<file path="src/rtl/pong_vga_renderer_pkg.sv">
// Shared constants for the pong VGA renderer: 640x480@60 raster timing and palette.
// Sync start/end and totals are derived from the porch widths so the two stay consistent.
package pong_pkg;

    localparam int H_VISIBLE    = 640;
    localparam int H_FRONT      = 16;
    localparam int H_SYNC       = 96;
    localparam int H_BACK       = 48;
    localparam int H_SYNC_START = H_VISIBLE + H_FRONT;
    localparam int H_SYNC_END   = H_SYNC_START + H_SYNC;
    localparam int H_TOTAL      = H_SYNC_END + H_BACK;

    localparam int V_VISIBLE    = 480;
    localparam int V_FRONT      = 10;
    localparam int V_SYNC       = 2;
    localparam int V_BACK       = 33;
    localparam int V_SYNC_START = V_VISIBLE + V_FRONT;
    localparam int V_SYNC_END   = V_SYNC_START + V_SYNC;
    localparam int V_TOTAL      = V_SYNC_END + V_BACK;

    typedef logic [5:0] rgb_t;

    localparam rgb_t COL_BALL = 6'b111111;
    localparam rgb_t COL_LPAD = 6'b001111;
    localparam rgb_t COL_RPAD = 6'b110011;
    localparam rgb_t COL_NET  = 6'b010101;
    localparam rgb_t COL_BG   = 6'b000000;

endpackage

</file>
<file path="src/rtl/pong_vga_renderer_if.sv">
// Game-state link between the pong core (master) and the renderer (slave).
// The core drives positions and advances its state on frame_tick.
interface pong_vga_renderer_if;

    logic [9:0] ball_x;
    logic [9:0] ball_y;
    logic [9:0] paddle_y;
    logic [9:0] opponent_y;
    logic       frame_tick;

    modport master (
        output ball_x, ball_y, paddle_y, opponent_y,
        input  frame_tick
    );

    modport slave (
        input  ball_x, ball_y, paddle_y, opponent_y,
        output frame_tick
    );

endinterface

</file>
<file path="src/rtl/pong_vga_renderer_timing.sv">
// Raster counters for the VGA scan plus raw (unregistered) sync, visible and
// vblank-start decodes; the renderer registers these alongside the pixel colour.
module vga_timing
    import pong_pkg::*;
#(
    parameter int H_VIS = H_VISIBLE,
    parameter int V_VIS = V_VISIBLE
) (
    input  logic       clk,
    input  logic       rst,
    output logic [9:0] h_cnt,
    output logic [9:0] v_cnt,
    output logic       hsync_raw,
    output logic       vsync_raw,
    output logic       visible,
    output logic       vblank_start
);

    always_ff @(posedge clk) begin
        if (rst) begin
            h_cnt <= '0;
            v_cnt <= '0;
        end else if (h_cnt == 10'(H_TOTAL - 1)) begin
            h_cnt <= '0;
            v_cnt <= (v_cnt == 10'(V_TOTAL - 1)) ? '0 : v_cnt + 10'd1;
        end else begin
            h_cnt <= h_cnt + 10'd1;
        end
    end

    assign hsync_raw    = !((h_cnt >= 10'(H_SYNC_START)) && (h_cnt < 10'(H_SYNC_END)));
    assign vsync_raw    = !((v_cnt >= 10'(V_SYNC_START)) && (v_cnt < 10'(V_SYNC_END)));
    assign visible      = (h_cnt < 10'(H_VIS)) && (v_cnt < 10'(V_VIS));
    assign vblank_start = (h_cnt == 10'd0) && (v_cnt == 10'(V_VIS));

endmodule

</file>
<file path="src/rtl/pong_vga_renderer.sv">
// Pong raster renderer: snapshots game positions at vblank start and paints ball,
// paddles and dashed net with a fixed priority; all outputs registered one cycle after the counters.
module pong_vga_renderer
    import pong_pkg::*;
#(
    parameter int SCREEN_WIDTH  = 640,
    parameter int SCREEN_HEIGHT = 480,
    parameter int BALL_SIZE     = 10,
    parameter int PADDLE_WIDTH  = 10,
    parameter int PADDLE_HEIGHT = 60,
    parameter int NET_X         = 318
) (
    input  logic                 clk,
    input  logic                 rst,
    pong_vga_renderer_if.slave   gs,
    output logic                 hsync,
    output logic                 vsync,
    output rgb_t                 rgb,
    output logic                 de
);

    logic [9:0] h_cnt, v_cnt;
    logic       hsync_raw, vsync_raw, visible, vblank_start;

    vga_timing #(
        .H_VIS (SCREEN_WIDTH),
        .V_VIS (SCREEN_HEIGHT)
    ) u_timing (
        .clk          (clk),
        .rst          (rst),
        .h_cnt        (h_cnt),
        .v_cnt        (v_cnt),
        .hsync_raw    (hsync_raw),
        .vsync_raw    (vsync_raw),
        .visible      (visible),
        .vblank_start (vblank_start)
    );

    logic [9:0] sb_x, sb_y, sp_y, so_y;

    // Comparisons are done 11 bits wide so position+size cannot wrap back to the top/left.
    logic [10:0] h11, v11;
    logic        ball_hit, lpad_hit, rpad_hit, net_hit;
    rgb_t        pix_rgb;

    assign h11 = {1'b0, h_cnt};
    assign v11 = {1'b0, v_cnt};

    always_comb begin
        ball_hit = (h11 >= {1'b0, sb_x}) && (h11 < {1'b0, sb_x} + 11'(BALL_SIZE)) &&
                   (v11 >= {1'b0, sb_y}) && (v11 < {1'b0, sb_y} + 11'(BALL_SIZE));
        lpad_hit = (h11 < 11'(PADDLE_WIDTH)) &&
                   (v11 >= {1'b0, sp_y}) && (v11 < {1'b0, sp_y} + 11'(PADDLE_HEIGHT));
        rpad_hit = (h11 >= 11'(SCREEN_WIDTH - PADDLE_WIDTH)) &&
                   (v11 >= {1'b0, so_y}) && (v11 < {1'b0, so_y} + 11'(PADDLE_HEIGHT));
        net_hit  = (h11 >= 11'(NET_X)) && (h11 < 11'(NET_X + 4)) && !v_cnt[3];

        pix_rgb = COL_BG;
        if (ball_hit)      pix_rgb = COL_BALL;
        else if (lpad_hit) pix_rgb = COL_LPAD;
        else if (rpad_hit) pix_rgb = COL_RPAD;
        else if (net_hit)  pix_rgb = COL_NET;
    end

    // Output stage: everything here is one cycle behind (h_cnt, v_cnt).
    always_ff @(posedge clk) begin
        if (rst) begin
            sb_x          <= '0;
            sb_y          <= '0;
            sp_y          <= '0;
            so_y          <= '0;
            hsync         <= 1'b1;
            vsync         <= 1'b1;
            rgb           <= COL_BG;
            de            <= 1'b0;
            gs.frame_tick <= 1'b0;
        end else begin
            if (vblank_start) begin
                sb_x <= gs.ball_x;
                sb_y <= gs.ball_y;
                sp_y <= gs.paddle_y;
                so_y <= gs.opponent_y;
            end
            hsync         <= hsync_raw;
            vsync         <= vsync_raw;
            rgb           <= visible ? pix_rgb : COL_BG;
            de            <= visible;
            gs.frame_tick <= vblank_start;
        end
    end

endmodule

</file>
<file path="src/flat_wrapper.sv">
// flat-port wrapper written by rule: the top's interface ports become plain ports
module pong_vga_renderer_flat import pong_pkg::*;
#(
    parameter int SCREEN_WIDTH  = 640,
    parameter int SCREEN_HEIGHT = 480,
    parameter int BALL_SIZE     = 10,
    parameter int PADDLE_WIDTH  = 10,
    parameter int PADDLE_HEIGHT = 60,
    parameter int NET_X         = 318
)
  (clk, rst, hsync, vsync, rgb, de, gs_ball_x, gs_ball_y, gs_paddle_y, gs_opponent_y, gs_frame_tick);
  pong_vga_renderer_if gs_i ();
  input  logic clk;
  input  logic rst;
  output logic hsync;
  output logic vsync;
  output rgb_t rgb;
  output logic de;
  input wire logic [$bits(gs_i.ball_x)-1:0] gs_ball_x;
  input wire logic [$bits(gs_i.ball_y)-1:0] gs_ball_y;
  input wire logic [$bits(gs_i.paddle_y)-1:0] gs_paddle_y;
  input wire logic [$bits(gs_i.opponent_y)-1:0] gs_opponent_y;
  output wire logic [$bits(gs_i.frame_tick)-1:0] gs_frame_tick;
  assign gs_i.ball_x = gs_ball_x;
  assign gs_i.ball_y = gs_ball_y;
  assign gs_i.paddle_y = gs_paddle_y;
  assign gs_i.opponent_y = gs_opponent_y;
  assign gs_frame_tick = gs_i.frame_tick;
  pong_vga_renderer #(.SCREEN_WIDTH(SCREEN_WIDTH), .SCREEN_HEIGHT(SCREEN_HEIGHT), .BALL_SIZE(BALL_SIZE), .PADDLE_WIDTH(PADDLE_WIDTH), .PADDLE_HEIGHT(PADDLE_HEIGHT), .NET_X(NET_X)) u_core (.clk(clk), .rst(rst), .gs(gs_i), .hsync(hsync), .vsync(vsync), .rgb(rgb), .de(de));
endmodule
</file>
<file path="config.mk">
export PLATFORM = sky130hd
export DESIGN_NAME = pong_vga_renderer_flat
export DESIGN_NICKNAME = d
export VERILOG_FILES = /design/src/rtl/pong_vga_renderer_pkg.sv /design/src/rtl/pong_vga_renderer_if.sv /design/src/rtl/pong_vga_renderer_timing.sv /design/src/rtl/pong_vga_renderer.sv /design/src/flat_wrapper.sv
export SDC_FILE = /design/constraint.sdc
export NUM_CORES = 1
export LEC_CHECK = 0
export BUFFER_PORTS_ARGS = -buffer_cell sky130_fd_sc_hd__buf_4
export CORE_ASPECT_RATIO = 2
export CORE_MARGIN = 3
export CORE_UTILIZATION = 54
export CTS_BUF_LIST = sky130_fd_sc_hd__clkbuf_8 sky130_fd_sc_hd__clkbuf_16
export DETAILED_ROUTE_END_ITERATION = 7
export PLACE_DENSITY = 0.83
export SLEW_MARGIN = 20
export SYNTH_ARGS = -nofsm -noshare
export SYNTH_HDL_FRONTEND = slang
export SYNTH_SLANG_ARGS = --single-unit
</file>
<file path="constraint.sdc">
create_clock -name clk -period 2.8 [get_ports clk]
set_input_delay 0.84 -clock clk [delete_from_list [all_inputs] [get_ports clk]]
set_output_delay 0.84 -clock clk [all_outputs]
set_load 0.005 [all_outputs]
</file>
==> metrics.cfg, run 1 <==
[grt]
grt_max_degree = 52
antenna_found_initial = 0
grt_pass1_wl_microns = 20700
grt-ovfl-total = 0
first_global_vias = 4716
grt_util_all_layers_pct = 25.9

[pwr]
p_leak_nw = 2.49
total_power_mw = 2.38
p_per_area_nw_per_um2 = 403
vdd_drop_max_mv = 0.378

[placement]
gp_congestion = 0.924
place_area_sq_um = 5460
dpl.hpwl_microns = 9720
portBuffers = 51
post-place-cells = 759
pre_cts_slack_ns = -0.116

[sta]
fin_crit_sh_pct = 97.3
tightest_slew_ns = 0.598
setup_viol_count_final = 0
hold_viol = 0
worst_slack_ns = 0.0762
final.setup_skew_ns = 0.00619
max_slew_margin_pct = 60.1
layout_min_cycle_time_ns = 2.72
fin_tns_setup_ns = 0
fmaxAchievable_mhz = 367
drv_slew = 0
hold_ws_ns = 0.466

[floorplanning]
core_area_sq_um = 8710
die_y_microns = 140
initial_utilization_pct = 55.7
rows = 48
die_w_microns = 73.0
design.die.area_sq_um = 10200
pin_count = 52

[worst_setup_path]
crit_buf_inv = 1
worstSetupPathType = register to register
cpPeakStageDelay_ns = 0.41
cp-start-kind = register
crit_family = compound AO/OA/AOI/OAI gates
cp.required_ns = 3.07
critPathArrivalTime_ns = 3.00
path_max_fanout = 4
crit_path_top_delay_cell = a311o_2
worstPathCellList = inv_2, ha_4, nand3_2, and3_4, xnor2_1, ha_1, a2111oi_4, o21ai_1, a41oi_1, a311oi_1, a311o_2, a31oi_4
cp-end-kind = register

[cells_and_area]
final_cells = 778
drive_gt1_share_pct = 17.7
layout.nets = 798
antenna_cells = 0
layout_common_cells = nand2_1 (98), ha_1 (81), buf_4 (77), a21oi_1 (70), dfxtp_1 (66)
syn_to_final_growth_pct = 21.9
post-route-util_pct = 67.9
final_area_sq_um = 5910
final_common_cell = nand2_1

[clock_tree]
clk_latency_ns = 0.35
tritoncts = done
root_buffer = clkbuf_16
cts_sinks = 70
clock_path_buffers = 2
cts_buffers = 9
htreeDepth = 3
clk_pin_slew_ns = 0.06
cts_hold_buf = 0

[route]
final_antenna_net_count = 0
via_per_inst = 5.88
num_vias = 4573
first_pass_iters = 4
drt_iter0_drc = 243
routed_wl_microns = 13000
drc_errors = 0
post_drt_wl_per_cell_microns = 16.7

[synth]
yosys_warnings = 0
syn_area_sq_um = 4850
synth_fa_ha_area_share_pct = 21.4
ys.flop_type = dfxtp_1
synth_cells = 602
ys_ff_latch = 70
synth_area_per_cell_sq_um = 8.06
synth_top_family_by_area = adder cells
synthMuxAreaShare_pct = 0
ys_seq_area_share_pct = 28.9
synth-simple-area-share_pct = 19.8
syn-num-nets = 727
synthArstFlopShare_pct = 0
synth.distinct_cells = 51
synth_compound_area_share_pct = 17.7
synth_edf_count = 0
synth-xor-area-share_pct = 7.04

[outcome]
status = completed

[hold_path]
hp-class = register to register

[job]
cap_violations = 0

-- worst register-to-register path, delay by kind of cell (launching register included) --
kind	cells	cell delay, ns
simple gates	2	0.29
xor+xnor	1	0.12
flops	1	0.33
fa+ha+maj	2	0.50
compound gates	6	1.33
buf+inv	1	0.07
-- where the power goes --
part | internal (mW) | switching [mW] | leakage, nW
registers | 1.01 | 0.0112 | 0.569
clock network | 0.780 | 0.457 | 0.144
logic | 0.0706 | 0.0535 | 1.78
-- path summary, 6_finish.rpt --
check | startpoint | to | slack [ns] | cells past startpoint
worst max-delay path | u_core.sp_y[3] | u_core.rgb[0] | 0.08 | 12
worst min-delay path | u_core.sb_x[0] | u_core.sb_x[0] | 0.47 | 2
worst max register to register | u_core.sp_y[3] | u_core.rgb[0] | 0.08 | 12
worst min register to register | u_core.sb_x[0] | u_core.sb_x[0] | 0.47 | 2
-- layout make-up --
type                    instances  area (sq um)
clock inverters                 7          98.8
multi-input cells             467          3300
repair buffers                 77           578
well taps                     100           125
clock buffers                   9           225
inverters                      48           180
flip-flops and latches         70          1410
fillers                       697          2800
-- registers in the layout, indices dropped and copies added, names as in the netlist, 6 cells and up --
register / flops
u_core.sb_x: 10
u_core.u_timing.v_cnt: 10
u_core.rgb: 6
u_core.so_y: 10
u_core.sb_y: 10
u_core.sp_y: 10
u_core.u_timing.h_cnt: 10
-- timing repair --
item	in CTS	in global routing
pin swaps	2	6
setup buffers	0	3
resized for setup	9	17
endpoints found under the setup margin	6	6
-- cells by family (layout without fill, tap and decap cells) --
family                     after synthesis  count (layout)
AOI/OAI and AO/OA                      141             141
xor gates and xnor gates                39              39
adders and majority gates               83              83
buffers and inverters                   65             141
DFF                                     70              70
and+or+nand+nor                        204             204
-- cells in the mapped netlist (2+ instances only) --
master | n | share of area (%)
o21a_1 | 2 | 0.31
o21ai_0 | 21 | 2.2
nand2b_1 | 10 | 1.3
a211oi_1 | 5 | 0.77
buf_2 | 6 | 0.62
a21o_1 | 5 | 0.77
nand4_1 | 6 | 0.77
o211ai_1 | 6 | 0.93
xnor2_1 | 28 | 5.1
a311oi_1 | 2 | 0.36
a31oi_1 | 4 | 0.52
xor2_1 | 11 | 2.0
or3_1 | 4 | 0.52
nor3_4 | 2 | 0.67
nor3_1 | 7 | 0.72
inv_1 | 48 | 3.7
a21oi_1 | 73 | 7.5
ha_1 | 83 | 21
a211o_1 | 2 | 0.36
o21ai_1 | 7 | 0.72
dfxtp_1 | 70 | 29
nor2_1 | 29 | 2.2
nand3_1 | 23 | 2.4
and3_1 | 9 | 1.2
nor2b_1 | 4 | 0.52
nor4_1 | 4 | 0.52
nand2_1 | 98 | 7.6
clkbuf_1 | 10 | 0.77
-- metal layers --
layer | track usage [%] | wire [microns]
met1 | 23.5 | 4390
met2 | 48.2 | 7310
met3 | 4.96 | 492
met4 | 18.6 | 816
met5 | 0 | 0
Note: power is estimated with default switching activity, not from simulation.
==> run 2: changes to the inputs <==
--- a/config.mk
+++ b/config.mk
@@ -8,10 +8,10 @@
 export BUFFER_PORTS_ARGS = -buffer_cell sky130_fd_sc_hd__buf_4
 export CORE_ASPECT_RATIO = 2
 export CORE_MARGIN = 3
-export CORE_UTILIZATION = 54
-export CTS_BUF_LIST = sky130_fd_sc_hd__clkbuf_8 sky130_fd_sc_hd__clkbuf_16
+export CORE_UTILIZATION = 56
+export CTS_BUF_LIST = sky130_fd_sc_hd__clkbuf_8
 export DETAILED_ROUTE_END_ITERATION = 7
-export PLACE_DENSITY = 0.83
+export PLACE_DENSITY = 0.86
 export SLEW_MARGIN = 20
 export SYNTH_ARGS = -nofsm -noshare
 export SYNTH_HDL_FRONTEND = slang
==> run 2 against run 1 <==
  * Final cell count fell by 0.77%
  * Clock power is 31% lower
  * Register-to-register slack improved by 0.02 ns
  * Die area decreased by 3.3%
  * Via count is 1.6% higher
  * Maximum frequency rose by 0.58%
  * Non-clock buffer count is 4 lower
  * Global-route usage increased by 0.053 points
  * Clock skew rose by 0.0066 ns
  * Setup slack better by 0.016 ns
  * Largest cell class unchanged
  * Highest routed layer unchanged
==> metrics.cfg, run 2 (synthesis gave the netlist of run 1 again) <==
[cells_and_area]
layout_common_cells = nand2_1 (98), ha_1 (82), buf_4 (73), a21oi_1 (68), dfxtp_1 (64)
layout.nets = 794  ; -0.50%
filler_cell_count = 655  ; -6.0%
area.sequential_sq_um = 1410  ; +0.18%
syn_to_final_growth_pct = 19.2
final_cells = 772  ; -0.77%
antenna_cells = 0  ; unchanged
multi_input_area_sq_um = 3320  ; +0.68%
drive_gt1_share_pct = 18.4  ; +0.70 points
final_common_cell = nand2_1

[pwr]
p_per_area_nw_per_um2 = 347  ; -14%
p_seq_share_pct = 50.7  ; +7.9 points
p_clk_share_pct = 42.9  ; -9.1 points
vdd_drop_max_mv = 0.298  ; -21%
swShare_pct = 25.2  ; +3.2 points
combinationalPowerShare_pct = 6.3  ; +1.1 points
intPower_mw = 1.50  ; -19%
p_sw_mw = 0.505  ; -3.3%
p_leak_nw = 2.43  ; -2.4%

[sta]
max_slew_margin_pct = 56.4  ; -3.7 points
fin_crit_sh_pct = 96.7  ; -0.56 points
layout_min_cycle_time_ns = 2.71  ; -0.0158 ns
hold_viol = 0  ; unchanged
final.setup_skew_ns = 0.0128  ; +0.00658 ns
drv_slew = 0  ; unchanged
setup_viol_count_final = 0  ; unchanged
hold_ws_ns = 0.461  ; -0.00489 ns
fmaxAchievable_mhz = 369  ; +0.58%
tightest_slew_ns = 0.653  ; +0.0548 ns

[worst_setup_path]
rr_worst_depth = 11  ; -1
worstSetupPathType = register to register
critPathArrivalTime_ns = 3.00  ; about the same
crit_family = compound AO/OA/AOI/OAI gates
cp-start-kind = register
crit_path_frequent_cell = ha_1
crit_buf_inv = 0  ; -1
cpPeakStageDelay_ns = 0.47  ; +0.06 ns
cp-end-kind = register
crit_cells = 11  ; -1
path_max_fanout = 4  ; unchanged
worstPathCellList = ha_1, o21ai_1, xnor2_1, ha_1, a21oi_2, nor2b_1, a2111oi_4, a211oi_2, or4_4, o31a_4, a31oi_4
crit_path_top_delay_cell = or4_4
cp.required_ns = 3.09  ; +0.02 ns

[route]
first_pass_iters = 4  ; unchanged
drc_errors = 0  ; unchanged
final_antenna_net_count = 0  ; unchanged
post_drt_wl_per_cell_microns = 16.7  ; -0.26%
via_per_inst = 6.02  ; +2.4%
routed_wl_microns = 12900  ; -1.0%
drt_iter0_drc = 260  ; +7.0%
num_vias = 4645  ; +1.6%

[floorplanning]
initial_utilization_pct = 58.1  ; +2.4 points
die_w_microns = 71.8  ; -1.7%
design.die.area_sq_um = 9890  ; -3.3%
die_y_microns = 138  ; -1.7%
rows = 47  ; -2.1%
core_area_sq_um = 8350  ; -4.1%
pin_count = 52  ; unchanged

[clock_tree]
root_buffer = clkbuf_8
htreeDepth = 3  ; unchanged
clock_path_buffers = 2  ; unchanged
clk_pin_slew_ns = 0.08  ; +0.02 ns
cts_buffers = 9  ; unchanged
cts_sinks = 70  ; unchanged
tritoncts = done
clk_latency_ns = 0.36  ; about the same

[grt]
grt_util_all_layers_pct = 26.0  ; +0.053 points
first_global_vias = 4657  ; -1.3%
grt_pass1_wl_microns = 20100  ; -3.2%
grt-ovfl-total = 0  ; unchanged
grt_max_degree = 52  ; unchanged
antenna_found_initial = 0  ; unchanged

[placement]
post-place-cells = 754  ; -0.66%
gp_congestion = 0.903  ; -2.2%
portBuffers = 51  ; unchanged
dpl.hpwl_microns = 9610  ; -1.1%

[job]
cap_violations = 0  ; unchanged

[hold_path]
worstHoldPathCells = 2  ; unchanged
hp-class = register to register

[outcome]
status = completed

## run 2: cell types whose count changed in the layout (fill, tap and decap cells not counted), moves of 2 or more
cell,before,now
clkbuf_16,9,0
clkbuf_8,0,9
buf_4,77,73
inv_6,0,4
a21oi_1,70,68
clkinvlp_4,4,2
dfxtp_1,66,64
dfxtp_2,4,6
nor2_1,29,27
nor2_2,0,2
## run 2: per-stage QoR
step | worst slack (ns) | instance area, sq um | util [%] | TNS (ns) | total power [mW]
2_1_floorplan | 0.158 | 4850 | - | 0 | 1.09
3_3_place_gp | 0.0683 | 5440 | 65.1 | 0 | 1.16
3_5_place_dp | -0.0664 | 5440 | 65.1 | -0.222 | 1.16
4_1_cts | 0.0173 | 5670 | 67.9 | 0 | 2.02
5_1_grt | -0.00392 | 5790 | 69.3 | -0.00392 | 2.06
6_report | 0.0920 | 5790 | 69.3 | 0 | 2.01
## run 2: routing by layer
metal	wire length, microns	part of all wire [%]	vias to the layer above	GRT usage, %
met5	0	0	-	0
met2	7130	55	158	49.9
met3	469	3.6	66	4.38
met1	4420	34	2189	23.1
li1	-	-	2232	-
met4	860	6.7	0	19.7
## run 2: worst paths after layout
path | startpoint | end | slack [ns]
worst max-delay path | u_core.sb_x[1] | u_core.rgb[0] | 0.09
worst min register to register | u_core.sb_y[0] | u_core.sb_y[0] | 0.46
worst min-delay path | u_core.sb_y[0] | u_core.sb_y[0] | 0.46
worst max register to register | u_core.sb_x[1] | u_core.rgb[0] | 0.09
## run 2: layout make-up
cell class / instances / area share (%)
clock buffer: 9 / 2.14
clock inverter: 7 / 1.38
inverter: 48 / 3.11
sequential: 70 / 24.4
multi-input combinational: 467 / 57.4
tap: 98 / 2.12
timing repair buffer: 73 / 9.47
## run 2: power by group through the flow
stage,Sequential (mW),Combinational [mW],Clock [mW]
floorplan,1.04,0.0552,0
global placement,1.04,0.119,0
detailed placement,1.04,0.123,0
CTS,1.02,0.125,0.882
global route,1.02,0.138,0.907
finish,1.02,0.127,0.861
## run 2: what timing repair did
action / 4_1_cts / 5_1_grt
gates resized for setup: 10 / 25
endpoints found under the setup margin: 5 / 6
pin swaps: 2 / 12
hold buffers: 0 / 0
setup buffers: 0 / 2
endpoints found under the hold margin: 0 / 0
## run 2: worst register-to-register path: cells and delay by family (launching register included)
family                     cells  cell delay (ns)
DFF                            1             0.35
and+or+nand+nor                2             0.56
xor gates and xnor gates       1             0.14
adders and majority gates      2             0.51
AOI/OAI and AO/OA              6             1.09
==> run 3: changes to the inputs <==
--- a/config.mk
+++ b/config.mk
@@ -11,7 +11,7 @@
 export CORE_UTILIZATION = 56
 export CTS_BUF_LIST = sky130_fd_sc_hd__clkbuf_8
 export DETAILED_ROUTE_END_ITERATION = 7
-export PLACE_DENSITY = 0.86
+export PLACE_DENSITY = 0.8
 export SLEW_MARGIN = 20
 export SYNTH_ARGS = -nofsm -noshare
 export SYNTH_HDL_FRONTEND = slang
==> run 3 against run 2 <==
  * Critical path depth is 1 lower
  * Total power shrank 0.61%
  * Maximum frequency hardly changed
  * Register-to-register slack about the same
  * Die area stayed put
  * Global-route usage is 0.66 points lower
  * Clock skew decreased by 0.0024 ns
  * Non-clock buffer count decreased by 1
  * Cell area shrank 0.82%
  * Combinational power shrank 3%
  * Final cell count fell by 0.13%
  * Sequential share of layout area up 0.16 points
  * Critical path type unchanged
  * Critical endpoint unchanged
==> metrics.cfg, run 3 (synthesis gave the netlist of run 1 again) <==
[clock_tree]
clk_latency_ns = 0.36  ; about the same
htreeDepth = 3  ; unchanged
cts_sinks = 70  ; unchanged
clock_path_buffers = 2  ; unchanged
clk_pin_slew_ns = 0.09  ; about the same
tritoncts = done
cts_buffers = 9  ; unchanged
root_buffer = clkbuf_8

[placement]
dpl.hpwl_microns = 9420  ; -2.0%
gp_congestion = 0.912  ; +0.92%
portBuffers = 51  ; unchanged

[cells_and_area]
drive_gt1_share_pct = 17.2  ; -1.2 points
layout_common_cells = nand2_1 (98), ha_1 (81), buf_4 (72), a21oi_1 (70), dfxtp_1 (66)
layout.nets = 793  ; -0.13%
syn_to_final_growth_pct = 18.3
multi_input_area_sq_um = 3280  ; -1.2%
antenna_cells = 0  ; unchanged
final_common_cell = nand2_1
area.sequential_sq_um = 1410  ; -0.18%
filler_cell_count = 695  ; +6.1%

[sta]
hold_viol = 0  ; unchanged
fmaxAchievable_mhz = 369  ; about the same
setup_viol_count_final = 0  ; unchanged
fin_tns_setup_ns = 0  ; unchanged
tightest_slew_ns = 0.653  ; +0.000589 ns
final.setup_skew_ns = 0.0103  ; -0.00244 ns
hold_ws_ns = 0.465  ; +0.00371 ns
layout_min_cycle_time_ns = 2.71  ; +0.00146 ns
fin_crit_sh_pct = 96.8  ; about the same
max_slew_margin_pct = 56.4  ; about the same
drv_slew = 0  ; unchanged

[route]
via_per_inst = 5.88  ; -2.3%
post_drt_wl_per_cell_microns = 15.8  ; -5.1%
routed_wl_microns = 12200  ; -5.3%
num_vias = 4530  ; -2.5%
drt_iter0_drc = 149  ; -43%
first_pass_iters = 4  ; unchanged
final_antenna_net_count = 0  ; unchanged
drc_errors = 0  ; unchanged

[outcome]
status = completed

[grt]
grt_max_degree = 52  ; unchanged
grt_pass1_wl_microns = 19700  ; -2.2%
grt_util_all_layers_pct = 25.3  ; -0.66 points
first_global_vias = 4546  ; -2.4%
antenna_found_initial = 0  ; unchanged
grt-ovfl-total = 0  ; unchanged

[job]
cap_violations = 0  ; unchanged

[floorplanning]
core_area_sq_um = 8350  ; unchanged
design.die.area_sq_um = 9890  ; unchanged
die_w_microns = 71.8  ; unchanged
initial_utilization_pct = 58.1  ; unchanged
die_y_microns = 138  ; unchanged
pin_count = 52  ; unchanged
rows = 47  ; unchanged

[pwr]
p_sw_mw = 0.493  ; -2.3%
intPower_mw = 1.50  ; about the same
p_clk_share_pct = 42.8  ; about the same
p_leak_nw = 2.42  ; -0.49%
total_power_mw = 1.99  ; -0.61%
p_per_area_nw_per_um2 = 347  ; +0.21%
combinationalPowerShare_pct = 6.2  ; about the same
p_seq_share_pct = 51.0  ; +0.3 points
vdd_drop_max_mv = 0.292  ; -1.9%
swShare_pct = 24.7  ; -0.43 points

[worst_setup_path]
critPathArrivalTime_ns = 3.00  ; about the same
cp-end-kind = register
cp.required_ns = 3.09  ; about the same
path_max_fanout = 4  ; unchanged
cp-start-kind = register
worstSetupPathType = register to register

[hold_path]
hp-class = register to register

## run 3: path summary, 6_finish.rpt
path	cells past startpoint	startpoint	end	slack (ns)
setup / recovery	10	u_core.sb_x[2]	u_core.rgb[0]	0.09
hold / removal	2	u_core.so_y[1]	u_core.so_y[1]	0.47
setup reg to reg	10	u_core.sb_x[2]	u_core.rgb[0]	0.09
hold reg to reg	2	u_core.so_y[1]	u_core.so_y[1]	0.47
## run 3: final cells by class
class | count | share of cell area [%]
Tap cell | 98 | 2.14
Multi-Input combinational cell | 467 | 57.2
Inverter | 48 | 3.14
Clock inverter | 7 | 1.44
Timing Repair Buffer | 72 | 9.42
Clock buffer | 9 | 2.16
Sequential cell | 70 | 24.5
## run 3: worst max-delay path, cell delays in order, from the launching register on
cell       delay, ns
dfxtp_2         0.35
a21oi_2         0.29
nor3b_4         0.07
xnor2_1         0.13
ha_1            0.29
a21o_1          0.17
a2111oi_2       0.34
a211oi_1        0.12
or4_4           0.57
o31a_4          0.16
a31oi_4         0.15
## run 3: repair_timing
item | CTS | global route
buffers inserted | 0 | 2
setup endpoints to repair | 4 | 6
pin swaps | 2 | 5
hold buffers | 0 | 0
resized for setup | 5 | 19
## run 3: power groups by stage
stage,sequential [mW],clock [mW],combinational [mW]
after floorplan,1.04,0,0.0552
after global placement,1.04,0,0.119
after detailed placement,1.04,0,0.123
after CTS,1.02,0.873,0.124
after global routing,1.02,0.906,0.136
final,1.02,0.852,0.123
## run 3: through the flow
| stage | utilization (%) | std cells | setup WS, ns | instance area, sq um |
|---|---|---|---|---|
| final | 68.7 | 771 | 0.0905 | 5740 |
| after floorplan | - | 602 | 0.158 | 4850 |
| after CTS | 67.7 | 769 | 0.00880 | 5650 |
| after detailed placement | 65.0 | 753 | -0.0699 | 5430 |
| after global routing | 68.7 | 771 | -0.0208 | 5740 |
| after global placement | 65.0 | 753 | 0.0644 | 5430 |
## run 3: layer usage
layer,routed length (microns),vias to the layer above,GRT usage (%)
met5,0,-,0
met4,776,0,17.5
met3,509,61,4.02
met2,6790,130,49.7
met1,4130,2113,22.5
li1,-,2226,-
